File: config.mk
export PLATFORM = sky130hd
export DESIGN_NAME = four_nor_vecgen
export DESIGN_NICKNAME = d
export VERILOG_FILES = /design/src/rtl/four_nor_pkg.sv /design/src/rtl/four_nor_vecgen_hold_timer.sv /design/src/rtl/four_nor_vecgen.sv
export SDC_FILE = /design/constraint.sdc
export NUM_CORES = 1
export LEC_CHECK = 0
export BUFFER_PORTS_ARGS = -buffer_cell sky130_fd_sc_hd__buf_2
export CORE_UTILIZATION = 50
export DETAILED_ROUTE_END_ITERATION = 8
export GPL_TIMING_DRIVEN = 0
export PLACE_DENSITY = 0.77
export SKIP_CTS_REPAIR_TIMING = 1
export SLEW_MARGIN = 20
export SYNTH_ARGS = -nofsm -noshare
export SYNTH_HDL_FRONTEND = slang
export SYNTH_SLANG_ARGS = --single-unit
export TNS_END_PERCENT = 100
File: constraint.sdc
create_clock -name clk -period 1.85 [get_ports clk]
set_input_delay 0 -clock clk [delete_from_list [all_inputs] [get_ports clk]]
set_output_delay 0 -clock clk [all_outputs]
set_load 0.01 [all_outputs]
File: src/rtl/four_nor_pkg.sv
// Shared types and helpers for the four-input NOR stimulus sequencer.
package four_nor_pkg;

   typedef enum logic [1:0] {
      IDLE = 2'd0,
      RUN  = 2'd1,
      DONE = 2'd2
   } state_t;

   // Number of distinct {a,b,c,d} combinations walked per sequence.
   localparam int NUM_VEC = 16;

   // Index of the final vector, where a run either wraps or completes.
   localparam logic [3:0] LAST_IDX = 4'(NUM_VEC - 1);

   // Reflected Gray code of a 4-bit index.
   function automatic logic [3:0] bin2gray(input logic [3:0] bin);
      return bin ^ (bin >> 1);
   endfunction

endpackage

File: src/rtl/four_nor_vecgen_hold_timer.sv
// Hold counter for the vector sequencer: counts 0..HOLD-1 while enabled and
// flags the final cycle of each hold period with a terminal-count strobe.
module hold_timer
   import four_nor_pkg::*;
#(
   parameter int HOLD = 50
) (
   input  logic clk,
   input  logic rst,
   input  logic clr,
   input  logic en,
   output logic tc
);

   // A single-cycle hold still needs a one-bit counter.
   localparam int W = (HOLD > 1) ? $clog2(HOLD) : 1;
   localparam logic [W-1:0] TC_VAL = W'(HOLD - 1);

   logic [W-1:0] cnt_q;

   // Terminal count is only meaningful while the counter is running.
   assign tc = en && (cnt_q == TC_VAL);

   // Count up while enabled, restarting from zero after the terminal cycle.
   always_ff @(posedge clk) begin
      if (rst || clr) begin
         cnt_q <= '0;
      end else if (en) begin
         cnt_q <= tc ? '0 : cnt_q + 1'b1;
      end
   end

endmodule

File: src/rtl/four_nor_vecgen.sv
// Clocked stimulus sequencer for the four-input NOR stage: walks all 16
// {a,b,c,d} combinations, each held HOLD cycles, with restart/abort and an
// optional continuous wrap. Every output is registered.
module four_nor_vecgen
   import four_nor_pkg::*;
#(
   parameter int HOLD = 50,
   parameter int GRAY = 0
) (
   input  logic       clk,
   input  logic       rst,
   input  logic       start,
   input  logic       stop,
   input  logic       cont,
   output logic       a,
   output logic       b,
   output logic       c,
   output logic       d,
   output logic       vld,
   output logic [3:0] vec_idx,
   output logic       busy,
   output logic       done
);

   state_t     state_q;
   logic [3:0] idx_q;
   logic [3:0] idx_d;
   logic [3:0] vec_q;
   logic       vld_q;
   logic       busy_q;
   logic       done_q;
   logic       tc;
   logic       tmr_en;
   logic       tmr_clr;

   // Map a sequence index to the driven vector according to the chosen order.
   function automatic logic [3:0] code_vec(input logic [3:0] idx);
      return (GRAY != 0) ? bin2gray(idx) : idx;
   endfunction

   assign idx_d   = idx_q + 4'd1;
   // Outside RUN the timer is held at zero so a new run always starts fresh.
   assign tmr_en  = (state_q == RUN);
   assign tmr_clr = (state_q != RUN);

   hold_timer #(
      .HOLD (HOLD)
   ) u_hold_timer (
      .clk (clk),
      .rst (rst),
      .clr (tmr_clr),
      .en  (tmr_en),
      .tc  (tc)
   );

   // Sequencer FSM with registered vector, index and status outputs.
   always_ff @(posedge clk) begin
      if (rst) begin
         state_q <= IDLE;
         idx_q   <= '0;
         vec_q   <= '0;
         vld_q   <= 1'b0;
         busy_q  <= 1'b0;
         done_q  <= 1'b0;
      end else begin
         case (state_q)
            IDLE: begin
               done_q <= 1'b0;
               idx_q  <= '0;
               if (start && !stop) begin
                  state_q <= RUN;
                  vec_q   <= code_vec(4'd0);
                  vld_q   <= 1'b1;
                  busy_q  <= 1'b1;
               end else begin
                  vec_q   <= '0;
                  vld_q   <= 1'b0;
                  busy_q  <= 1'b0;
               end
            end
            RUN: begin
               // Abort wins over any step or wrap due this cycle.
               if (stop) begin
                  state_q <= IDLE;
                  idx_q   <= '0;
                  vec_q   <= '0;
                  vld_q   <= 1'b0;
                  busy_q  <= 1'b0;
               end else if (tc) begin
                  if (idx_q != LAST_IDX) begin
                     idx_q <= idx_d;
                     vec_q <= code_vec(idx_d);
                     vld_q <= 1'b1;
                  end else if (cont) begin
                     idx_q <= '0;
                     vec_q <= code_vec(4'd0);
                     vld_q <= 1'b1;
                  end else begin
                     state_q <= DONE;
                     idx_q   <= '0;
                     vec_q   <= '0;
                     vld_q   <= 1'b0;
                     busy_q  <= 1'b0;
                     done_q  <= 1'b1;
                  end
               end else begin
                  vld_q <= 1'b0;
               end
            end
            DONE: begin
               // Single completion cycle; a start seen here is dropped.
               state_q <= IDLE;
               idx_q   <= '0;
               vec_q   <= '0;
               vld_q   <= 1'b0;
               busy_q  <= 1'b0;
               done_q  <= 1'b0;
            end
            default: begin
               state_q <= IDLE;
               idx_q   <= '0;
               vec_q   <= '0;
               vld_q   <= 1'b0;
               busy_q  <= 1'b0;
               done_q  <= 1'b0;
            end
         endcase
      end
   end

   assign {a, b, c, d} = vec_q;
   assign vld          = vld_q;
   assign vec_idx      = idx_q;
   assign busy         = busy_q;
   assign done         = done_q;

endmodule

## Word level (Yosys, flattened, before mapping)

Index checks and enable logic that the tools add are counted.
W data, S select, Z words.

- Bitwise logic cells: 4
- Reduce and logical (&&, ||, !) cells: 10
- $add $sub $neg: 2
- Equality and inequality tests: 8
- Multiplexer cells: 19

Operator list:

| kind | number |
|---|---|
| $mux W2 | 5 |
| $mux W1 | 9 |
| $ne A3 B3 Y1 const B | 3 |
| $reduce_and A4 Y1 | 2 |
| $add A6 B1 Y6 const B | 1 |
| $eq A6 B6 Y1 const B | 1 |
| $mux W6 | 1 |
| $add A4 B1 Y4 const B | 1 |
| $mux W4 | 1 |
| $ne A4 B4 Y1 const B | 1 |
| $not A1 Y1 | 4 |
| $pmux W1 S2 | 2 |
| $pmux W2 S2 | 1 |
| $reduce_and A3 Y1 | 1 |
| $reduce_or A3 Y1 | 1 |
| $eq A2 B1 Y1 const B | 1 |
| $logic_and A1 B1 Y1 | 2 |
| $logic_not A2 Y1 | 1 |
| $ne A2 B1 Y1 const B | 1 |
| $ne A2 B2 Y1 const B | 1 |
| $reduce_or A2 Y1 | 1 |
| $logic_not A1 Y1 | 1 |
| $logic_or A1 B1 Y1 | 1 |

- Output and inout port bits: 11
- Register bits: 15
- Input bits: 5

## Longest topological paths before layout

- Word-level depth: 5
- Gate-level depth with buffers: 5
- Mapped depth without buffers: 5

## Hierarchy

A second synthesis with hierarchy kept.

- Cell total of the unflattened synthesis: 80
- Area, all modules: 745.7 um^2

Modules (own cells, without submodules):

| module | cells each | sequential area each (um^2) | times used | area an instance (um^2) |
|---|---|---|---|---|
| four_nor_vecgen | 47 | 180.2 | 1 | 434.2 |
| hold_timer | 33 | 120.1 | 1 | 311.5 |

## Worst setup path before layout

OpenSTA, ideal clock, no wires.

- Path kind: register to register
- Start: register u_hold_timer.cnt_q[2]
- End: register vec_q[0]
- Path buffers: 1
- Period minus slack after synthesis: 1.499 ns
- Setup time: 0.070 ns
- Arrival time: 1.429 ns
- Setup slack: 0.351 ns
- Required time: 1.780 ns
- Cell stages (with the launch flop): 5
- Path through: dfxtp_1 or3b_1 clkbuf_2 or4_1 a21oi_1

- Longest elaborated chain between the ends: 2

RTL lines:

| item | RTL line | text |
|---|---|---|
| start: declaration | four_nor_vecgen_hold_timer.sv:19 | `logic [W-1:0] cnt_q;` |
| start signal: assignment | four_nor_vecgen_hold_timer.sv:29 | `cnt_q <= tc ? '0 : cnt_q + 1'b1;` |
| $eq A6 B6 Y1 | four_nor_vecgen_hold_timer.sv:22 | `assign tc = en && (cnt_q == TC_VAL);` |
| $logic_and A1 B1 Y1 | four_nor_vecgen_hold_timer.sv:22 |  |
| end signal: assignment | four_nor_vecgen.sv:72 | `vec_q <= code_vec(4'd0);` |
| end signal: assignment | four_nor_vecgen.sv:92 | `vec_q <= code_vec(idx_d);` |
| end signal: assignment | four_nor_vecgen.sv:96 | `vec_q <= code_vec(4'd0);` |
| end: declaration | four_nor_vecgen.sv:28 | `logic [3:0] vec_q;` |

Every way passes these cells.
A chain may end at the register's enable or synchronous reset.

## Worst setup path in the final report

- Start: register u_hold_timer.cnt_q[2]
- End: register vec_q[2]

The elaborated chain is that of the path after synthesis.

==> results.txt <==
----------------------------------------------------
[Power]
  Combinational power share ... 3.6%
  Register share of total power ... 61.5%
  Internal Power ... 0.000416 W
  Static Leak ... 0.365 nW
  Clock Power Share ... 34.9%
  Pwr/cell area ... 638 mW/mm2
  Net switching share of the total power ... 22.0%
  Net load switching power ... 0.000118 W
  IR drop worst, VDD ... 0.000499 V

[Timing]
  Crit path time final ... 1590 ps
  Final hold slack ... 53.5 ps
  Part of the cycle the worst path needs ... 85.8%
  Number of setup violations in the final report ... 0
  Rel. slew slack ... 59.0%
  Setup clock skew after layout ... 2.31 ps
  Unrepaired setup endpoints after global routing ... no
  Count of final max-slew check failures ... 0
  Fin Setup TNS ... 0 ps
  Count of final hold-check violations ... 0
  Tightest Pin Transition ... 606 ps
  Fmax achieved ... 0.630 GHz

[Final layout]
  Fraction of final layout cells with drive strength greater than 1 ... 26.0%
  Sequential Area ... 300 um2
  Count of nets after finishing ... 105
  Count of antenna diodes in the layout ... 0
  Synthesis-to-layout area growth ... 18.6%
  Fill cell count ... 121
  Area of the multi-input gates ... 363 um2
  Final instance count without filler cells ... 111

[Logic synthesis]
  Ys flop type ... dfxtp_1
  Top cell type by total area after synthesis ... dfxtp_1
  Area of the mapped netlist ... 706 um2
  Cell types occupying the most area after synthesis ... dfxtp_1 43%, ha_1 5.3%, buf_4 4.3%, a21oi_1 3.5%, nor3b_1 3.2%
  Area share of the leading cell type in the synthesized netlist ... 42.6%
  Mean post-synth cell area ... 9.29 um2
  Share of synthesized flip-flops with an asynchronous set or reset ... 0%
  Synth Instances ... 76
  Synthesis-stage register bit count ... 15
  Count of flip-flops with a built-in enable after synthesis ... 0
  Sequential share of the synthesized area ... 42.6%
  Synth warn ... 0
  Post-synth net total ... 84
  Cell variety after synth ... 31

[Detailed routing]
  WL final ... 1320 um
  First-pass iteration count of the detailed router ... 4
  DR vias/cell ... 5.53
  Post-DR wirelength/cell ... 11.9 um
  Count of antenna-violating nets left after detailed routing ... 0
  1st-iter DRT viols ... 6
  Via count ... 614
  Count of unresolved DRC violations after routing ... 0

[Setup path]
  Slowest Stage Delay on Critical Path ... 470 ps
  Highest-delay cell along the critical path ... or4_1
  Series of cell instances along the critical path ... or3b_1 -> clkbuf_2 -> or4_1 -> a21oi_1
  Worst setup SP type ... flop
  Worst Path Buf+Inv ... 1
  Crit path capture type ... flop
  Endpoint arrival time on the critical path ... 1800 ps
  Required arrival time at the worst endpoint ... 2070 ps
  CP Max Fanout ... 8
  Crit path max-delay family ... simple AND/OR/NAND/NOR gates
  Worst setup path category ... flop to flop

[Floorplan]
  Die area ... 0.00157 mm2
  Core area ... 0.00130 mm2
  Die span in x ... 39.6 um
  Vertical extent of the die ... 39.6 um
  Initial Util ... 54.2%
  Number of rows created at floorplan ... 13
  Number of placed I/O pins ... 16

[Clocking]
  Deepest clock path buffer count ... 2
  Clock network latency to the later pin of the worst-skew pair ... 280 ps
  Cell chosen for the clock root ... clkbuf_4
  CTS Sinks ... 15
  Clk pin slew, worst setup/hold paths ... 90 ps
  Deepest level of the CTS H-tree ... 1
  TritonCTS clock tree ... done
  Number of clock buffers inserted by TritonCTS ... 3

[Global routing]
  Combined global-route utilization of all metal layers ... 20.3%
  Number of global-route vias before repair ... 516
  Met1 GRT Util ... 23.4%
  Maximum number of pins on one net before global-route repair ... 10
  Met3 track demand over resource ... 6.82%
  Gr ovfl total ... 0
  Met2 usage in global routing ... 34.4%
  Busiest grt layer ... met2
  Wire length of the first global-routing pass ... 2110 um
  Number of antenna violations at the first check in global routing ... 0

[Placed design]
  Placed cell count ... 106
  Count of buffers from port buffering ... 15
  Post-DP HPWL ... 1020 um
  Final weighted congestion in routability-driven placement ... 0.735

[Job]
  Max Cap Violations ... 0

[Hold path]
  Path class of the lowest-slack min-delay path ... input pin to flop

[Status]
  Status ... finished, final reports clean

----------------------------------------------------
flip-flops by register name (all words and copies together), names as in the netlist:
signal,count
u_hold_timer.cnt_q,6
vec_q,4
state_q,2
busy,1
done,1
vld,1
stage by stage:
step | power [W] | utilization [%] | worst slack [ps] | cell area, um2
finish | 0.000534 | 64.3 | 262 | 837
global route | 0.000552 | 64.3 | 151 | 837
CTS | 0.000537 | 63.6 | 249 | 827
detailed placement | 0.000354 | 61.4 | 270 | 800
global placement | 0.000353 | 61.4 | 298 | 800
floorplan | 0.000344 | - | 351 | 706
final timing paths:
path	startpoint	depth (start not counted)	slack [ps]	endpoint
setup / recovery	u_hold_timer.cnt_q[2]$_SDFFE_PP0N_	4	260	vec_q[2]$_SDFFE_PP0N_
hold / removal	stop	3	50	busy$_SDFFE_PP0P_
setup reg to reg	u_hold_timer.cnt_q[2]$_SDFFE_PP0N_	4	260	vec_q[2]$_SDFFE_PP0N_
hold reg to reg	u_hold_timer.cnt_q[0]$_SDFFE_PP0N_	1	490	u_hold_timer.cnt_q[0]$_SDFFE_PP0N_
tightest hold or removal path, cell delays in order:
cell	delay, ps
buf_2	100
or4b_2	140
a21oi_1	60
power by group through the flow:
stage | logic (W) | clock network (W) | registers (W)
6_report | 0.0000193 | 0.000186 | 0.000328
5_1_grt | 0.0000217 | 0.000202 | 0.000329
4_1_cts | 0.0000178 | 0.000191 | 0.000328
3_5_place_dp | 0.0000178 | 0 | 0.000336
3_3_place_gp | 0.0000172 | 0 | 0.000336
2_1_floorplan | 0.00000784 | 0 | 0.000336
layout make-up:
class	count	area share (%)
Clock inverter	1	0.598
Sequential cell	15	35.9
Multi-Input combinational cell	54	43.3
Buffer	5	4.19
Tap cell	15	2.24
Inverter	2	0.897
Clock buffer	3	2.69
Timing Repair Buffer	16	10.2
synthesized netlist by cell type, types with 2 or more instances:
cell type,count
a21oi_1,5
and2_1,2
and3_1,2
and4b_1,2
buf_4,4
dfxtp_1,15
ha_1,3
inv_1,2
nand2_1,4
nand3_1,3
nand4_1,2
nand4b_1,2
nor2_1,5
nor3b_1,3
o21ai_0,4
or4_1,2
xor2_1,2
routing by layer:
layer | vias up | part of all wire (%)
met5 | - | 0
met1 | 274 | 46
met3 | 4 | 2.4
met2 | 14 | 50
li1 | 322 | -
met4 | 0 | 1.3
layout by cell type (no fill, tap or decap), types with 2 or more instances in the layout:
cell type	netlist	final
and2_1	2	2
nand2_1	4	4
nor2_1	5	5
nand4b_1	2	2
buf_4	4	4
a21oi_1	5	5
or4_1	2	2
dfxtp_1	15	15
clkbuf_4	0	3
ha_1	3	3
nor3b_1	3	3
nand4_1	2	2
inv_1	2	2
o21ai_0	4	4
buf_2	0	15
and3_1	2	2
nand3_1	3	3
and4b_1	2	2
xor2_1	2	2
cells by family after synthesis:
| kind of cell | synth area share, % |
|---|---|
| AO/OA/AOI/OAI | 14.0 |
| buffers and inverters | 6.03 |
| AND/OR/NAND/NOR | 28.4 |
| adder cells (fa/ha/maj) | 5.32 |
| XOR/XNOR | 3.72 |
| flip-flops | 42.6 |
Power figures use the tool's default switching activity.
